### src/rtl/shift_add_mult.sv
// rtl/shift_add_mult.sv - sequential signed shift-and-add multiplier, one multiplier bit per cycle
// Sign bit of the multiplier carries negative weight, so the last step subtracts.
module shift_add_mult #(
  parameter int WIDTH = 32
) (
  input  logic             clock,
  input  logic             reset_n,
  input  logic [WIDTH-1:0] data_operandA,
  input  logic [WIDTH-1:0] data_operandB,
  input  logic             ctrl_MULT,
  output logic [WIDTH-1:0] data_result,
  output logic             data_exception,
  output logic             data_resultRDY,
  output logic             busy
);

  localparam int CW = $clog2(WIDTH);
  localparam int AW = 2 * WIDTH;

  typedef enum logic [1:0] {IDLE, RUN, DONE} state_t;

  state_t           state_q;
  logic [CW-1:0]    cnt_q;
  logic [AW-1:0]    acc_q;
  logic [AW-1:0]    acc_d;
  logic [AW-1:0]    a_q;
  logic [AW-1:0]    term;
  logic [WIDTH-1:0] b_q;
  logic [WIDTH-1:0] result_q;
  logic             exc_q;
  logic             exc_d;
  logic             rdy_q;
  logic             busy_q;
  logic             last_bit;

  assign last_bit = (cnt_q == CW'(WIDTH - 1));
  assign term     = a_q << cnt_q;

  always_comb begin
    acc_d = acc_q;
    if (b_q[cnt_q]) begin
      acc_d = last_bit ? (acc_q - term) : (acc_q + term);
    end
  end

  // Product fits only if the upper half is a pure sign extension of the lower half.
  assign exc_d = (acc_d[AW-1:WIDTH] != {WIDTH{acc_d[WIDTH-1]}});

  always_ff @(posedge clock or negedge reset_n) begin
    if (!reset_n) begin
      state_q  <= IDLE;
      cnt_q    <= '0;
      acc_q    <= '0;
      a_q      <= '0;
      b_q      <= '0;
      result_q <= '0;
      exc_q    <= 1'b0;
      rdy_q    <= 1'b0;
      busy_q   <= 1'b0;
    end else begin
      rdy_q <= 1'b0;
      if (ctrl_MULT) begin
        a_q     <= {{WIDTH{data_operandA[WIDTH-1]}}, data_operandA};
        b_q     <= data_operandB;
        acc_q   <= '0;
        cnt_q   <= '0;
        state_q <= RUN;
        busy_q  <= 1'b1;
      end else begin
        case (state_q)
          RUN: begin
            acc_q <= acc_d;
            cnt_q <= cnt_q + CW'(1);
            if (last_bit) begin
              state_q  <= DONE;
              result_q <= acc_d[WIDTH-1:0];
              exc_q    <= exc_d;
              rdy_q    <= 1'b1;
            end
          end
          DONE: begin
            state_q <= IDLE;
            busy_q  <= 1'b0;
          end
          default: begin
            state_q <= IDLE;
            busy_q  <= 1'b0;
          end
        endcase
      end
    end
  end

  assign data_result    = result_q;
  assign data_exception = exc_q;
  assign data_resultRDY = rdy_q;
  assign busy           = busy_q;

endmodule

### config.mk
export PLATFORM = sky130hd
export DESIGN_NAME = shift_add_mult
export DESIGN_NICKNAME = d
export VERILOG_FILES = /design/src/rtl/shift_add_mult.sv
export SDC_FILE = /design/constraint.sdc
export NUM_CORES = 1
export LEC_CHECK = 0
export ABC_AREA = 0
export CAP_MARGIN = 20
export CORE_MARGIN = 2
export CORE_UTILIZATION = 62
export DETAILED_ROUTE_END_ITERATION = 8
export PLACE_DENSITY = 0.8
export SYNTH_ARGS = -nofsm -noshare
export SYNTH_HDL_FRONTEND = slang
export SYNTH_SLANG_ARGS = --single-unit
### constraint.sdc
create_clock -name clock -period 8.9 [get_ports clock]
set_input_delay 1.78 -clock clock [delete_from_list [all_inputs] [get_ports clock]]
set_output_delay 1.78 -clock clock [all_outputs]
set_load 0.005 [all_outputs]
After elaboration in Yosys (flattened, before gate mapping)
Cells that the tools add are included.
Widths: inputs -> output; s select.
Storage, ports and cells
  register bits after elaboration: 170
  input port bits: 67
  output and inout port bits: 35
  logic and storage cells: 38
Cells by class
  $add $sub $neg: 3
  $lt $le $gt $ge: 1
  equal/unequal tests: 5
  shifts and indexed selects: 1
  mux-type cells: 16
  bitwise operators: 1
  reduce and logical (&&, ||, !) cells: 2
Operators by type and width (count)
  $mux 64: 4
  $add 64x64->64: 1
  $shl 64x5->64: 1
  $sub 64x64->64: 1
  $ne 32x32->1: 1
  $mux 5: 2
  $lt 5x6->1 const B: 1
  $mux 1: 6
  $mux 2: 3
  $add 5x1->5 const B: 1
  $bmux 1 s5: 1
  $eq 5x5->1 const B: 1
  $ne 3x3->1 const B: 1
  $reduce_and 3->1: 1
  $eq 2x1->1 const B: 1
  $ne 2x2->1 const B: 1
  $reduce_bool 2->1: 1
  $not 1->1: 1

Logic depth before layout (Yosys ltp)
  depth in word-level cells: 6
  mapped depth: 32
  mapped depth without buffers: 25

Least setup slack after synthesis
OpenSTA, ideal clock, no wires.
  kind: register to register
  start point: register cnt_q[4]
  end point: register exc_q, in the netlist data_exception
  setup time: 0.127 ns
  arrival time: 7.051 ns
  required time: 8.773 ns
  slack: 1.722 ns
  stages on the path, launching flop included: 26
  buffers on the path: 5
  period minus slack after synthesis: 7.178 ns
  cells stage by stage: dfrtp_1 -> clkbuf_1 -> clkbuf_1 -> clkbuf_1 -> clkbuf_1 -> clkbuf_1 -> or3_1 -> ha_1 -> a21boi_0 -> nand3b_1 -> nor4_1 -> inv_1 -> o31a_1 -> xnor2_1 -> ha_1 -> nand2_1 -> or4_1 -> a31o_2 -> a211o_1 -> a2111oi_1 -> nor4_1 -> o31a_1 -> nor4_4 -> a21bo_1 -> a2111oi_2 -> o21ai_1
On the way
  word-level cells in the longest chain between the ends: 5
  elaborated cells between the ends (all ways): 10
  those cells by class: 2 x add/sub; 2 x eq/ne; 1 x shift; 4 x mux; 1 x reduce/logical
Ends and longest elaborated chain
  from (decl): RTL line 23  | logic [CW-1:0] cnt_q;
  from (signal assigned): RTL line 73  | cnt_q <= cnt_q + CW'(1);
  $shl 64x5->64: RTL line 37  | assign term = a_q << cnt_q;
  $add 64x64->64 or $sub 64x64->64 (tied branches): RTL line 42  | acc_d = last_bit ? (acc_q - term) : (acc_q + term);
  $mux 64: RTL line 42
  $mux 64: RTL line 41  | if (b_q[cnt_q]) begin
  $ne 32x32->1: RTL line 47  | assign exc_d = (acc_d[AW-1:WIDTH] != {WIDTH{acc_d[WIDTH-1]}});
  to (signal assigned): RTL line 57  | exc_q <= 1'b0;
  to (signal assigned): RTL line 77  | exc_q <= exc_d;
  to (decl): RTL line 30  | logic exc_q;
Several ways; a longest one is shown, not always the timed one. The select of a mux whose other input is x is not followed.
A chain may end at the register's enable or synchronous reset.

Final worst setup path
  start point: register cnt_q[3]
  end point: register exc_q, in the netlist data_exception
Same word-level chain as after synthesis.

==> results.sh <==
export IMPL_met2WireLength_um=24200
export IMPL_cts_buffers_inserted=17
export IMPL_place_congestion=1.01
export IMPL_max_stage_delay_ps=980
export IMPL_endpoint_kind="flip-flop"
export IMPL_vias=16500
export IMPL_holdBufCountCts=0
export IMPL_register_area_um2=4260
export IMPL_synth_edf_count=0
export IMPL_post_drt_wl_per_cell_um=23.3
export IMPL_hold_class="reg2reg"
export IMPL_place_area_um2=17900
export IMPL_start_util_pct=63.2
export IMPL_fin_setup_tns_ps=0
export IMPL_wl_met1_um=23200
export IMPL_clock_sinks=170
export IMPL_drt_iter0_drc=2064
export IMPL_die_area_um2=28900
export IMPL_startpoint_type="flip-flop"
export IMPL_fmax_ghz=0.122
export IMPL_synthFlopType="dfrtp_1"
export IMPL_track_usage_pct=38.5
export IMPL_final_common_cell="nor2_1"
export IMPL_synth_area_um2=17100
export IMPL_insertion_delay_ps=460
export IMPL_grt_overflow=0
export IMPL_top_layer="met4"
export IMPL_grt_max_degree=81
export IMPL_crit_type="reg2reg"
export IMPL_worstSetupPathDepth=25
export IMPL_cts_path_max_buffers=2
export IMPL_antenna_found_initial=0
export IMPL_multi_input_area_um2=11900
export IMPL_post_cts_setup_buffers=0
export IMPL_slew_headroom_pct=37.8
export IMPL_p_leak_uw=0.00762
export IMPL_required_ps=9230
export IMPL_slew_viol_final=0
export IMPL_drtAntennaViolNets=0
export IMPL_crit_fanout=45
export IMPL_io_pins=102
export IMPL_fp_row_count=60
export IMPL_fin_crit_ps=8190
export IMPL_die_x_um=170
export IMPL_p_total_uw=4800
export IMPL_fin_nets=2134
export IMPL_drive_gt1_share_pct=12.3
export IMPL_dr_pass1_iters=6
export IMPL_status="completed"
export IMPL_cp_arrival_ps=8530
export IMPL_clk_pin_slew_ps=80
export IMPL_yosys_warnings=0
export IMPL_reg2reg_depth=25
export IMPL_fin_area_um2=18600
export IMPL_holdPathStages=2
export IMPL_grt_pass1_wl_um=87700
export IMPL_synth_avg_cell_area_um2=8.57
export IMPL_io_buffer_count=101
export IMPL_wl_um=54800
export IMPL_synth_cells=1993
export IMPL_htreeDepth=4
export IMPL_cts_resized=0
export IMPL_dp_cells=2321
export IMPL_async_flop_share_pct=100
export IMPL_wl_met3_um=5020
export IMPL_p_per_area_nw_per_um2=259
export IMPL_min_period_over_period_pct=92.1
export IMPL_path_buf_inv=2
export IMPL_yosys_cell_types_count=102
export IMPL_chipHeight_um=170
export IMPL_cts_tree="done"
export IMPL_drcViolationCount=0
export IMPL_skew_ps=17.1
export IMPL_via_per_inst=7.02
export IMPL_max_cap_viol_count=0
export IMPL_grt_pass1_vias=15600
export IMPL_cts_root_buf="clkbuf_16"
export IMPL_antennaDiodeCount=0
export IMPL_cp_top_family="compound AO/OA/AOI/OAI gates"
export IMPL_crit_slowest_cell="dfrtp_2"
export IMPL_ys_ff_latch=170
export IMPL_rsz0062_at_grt="false"
export IMPL_setup_viol=0
export IMPL_peakVddDrop_mv=0.144
export IMPL_syn_to_final_growth_pct=8.81
export IMPL_hold_violations=0
export IMPL_ys_seq_area_share_pct=24.9
export IMPL_fillCellCount=2162
export IMPL_dp_hpwl_um=40900
export IMPL_layoutNonFillerInstCount=2354
export IMPL_worst_slew_pin_slew_ps=933
export IMPL_final_cell_mix="nor2_1 (202), nand2_1 (200), dfrtp_1 (165)"
export IMPL_coreArea_um2=27000
export IMPL_synth_nets=2127
-- flip-flops by register name, summed over array words and instances, names as in the netlist --
| register | cells |
|---|---|
| a_q | 32 |
| b_q | 32 |
| data_resultRDY | 1 |
| acc_q | 64 |
| state_q | 2 |
| data_exception | 1 |
| data_result | 32 |
| cnt_q | 5 |
| busy | 1 |
-- routing by layer --
layer	GRT usage (%)	vias up
met5	0	-
met4	14.4	0
met3	6.81	162
met2	60.0	992
met1	53.9	7927
li1	-	7451
-- path summary, 6_finish.rpt --
| kind | startpoint | endpoint | slack, ps |
|---|---|---|---|
| hold / removal | data_result[7]$_DFFE_PN0P_ | data_result[7]$_DFFE_PN0P_ | 480 |
| hold reg to reg | data_result[7]$_DFFE_PN0P_ | data_result[7]$_DFFE_PN0P_ | 480 |
| setup / recovery | cnt_q[3]$_DFFE_PN0P_ | data_exception$_DFFE_PN0P_ | 710 |
| max in group asynchronous | reset_n | cnt_q[4]$_DFFE_PN0P_ | 6080 |
| setup reg to reg | cnt_q[3]$_DFFE_PN0P_ | data_exception$_DFFE_PN0P_ | 710 |
| min in group asynchronous | reset_n | data_resultRDY$_DFF_PN0_ | 1380 |
-- synthesized netlist by cell type (all sizes together) (12+ instances only) --
library cell | instances | area [µm²]
xnor2 | 66 | 597
nand3 | 33 | 165
a211oi | 59 | 448
xor2 | 35 | 307
a21oi | 159 | 796
clkbuf | 87 | 327
o21a | 14 | 105
buf | 54 | 483
and2 | 29 | 181
ha | 66 | 826
nor2b | 28 | 175
or3 | 14 | 87.6
o21ai | 98 | 490
o31ai | 12 | 90.1
inv | 39 | 146
nand2b | 20 | 125
nor2 | 203 | 764
nor4 | 19 | 134
dfrtp | 170 | 4250
a31oi | 34 | 228
mux4 | 52 | 1210
mux2 | 103 | 1160
and3 | 24 | 150
nand4 | 25 | 163
mux2i | 65 | 663
nand2 | 200 | 751
a21o | 33 | 248
nor3 | 50 | 250
-- worst reg2reg max path: cells and delay by family, from the launching register on --
kind                     cells  cell delay [ps]
AO/OA/AOI/OAI               10             2980
AND/OR/NAND/NOR              8             2000
multiplexers                 3             1040
flip-flops                   1              980
adder cells (fa/ha/maj)      1              450
XOR/XNOR                     1              400
buffers and inverters        2              230
-- where the power goes --
group / switching, µW / leakage, µW / internal (µW)
Combinational: 1780 / 0.00521 / 1110
Clock: 413 / 0.000299 / 387
Sequential: 187 / 0.00211 / 925
Total: 2380 / 0.00762 / 2420
-- through the flow --
step / hold slack [ps] / setup slack, ps / util, %
finish: 481 / 706 / 68.8
global route: 500 / 97.7 / 68.8
CTS: 487 / 796 / 68.7
detailed placement: 469 / 831 / 66.4
global placement: 459 / 994 / 66.3
floorplan: 472 / 1720 / -
-- kinds of logic after synthesis --
group           Yosys count  synth area share [%]
mux                     220                  17.8
simple gates            693                  19.6
flops                   170                  24.9
buf+inv                 182                  5.64
compound gates          560                  21.8
xor+xnor                101                  5.29
fa+ha+maj                67                  4.95
-- cell type report --
| cell class | instances | area share, % |
|---|---|---|
| clock buffers | 17 | 2.29 |
| clock inverters | 15 | 1.06 |
| repair buffers | 129 | 6.65 |
| flip-flops and latches | 170 | 22.9 |
| multi-input cells | 1641 | 63.9 |
| well taps | 341 | 2.30 |
| inverters | 41 | 0.828 |
Power figures use the tool's default switching activity.
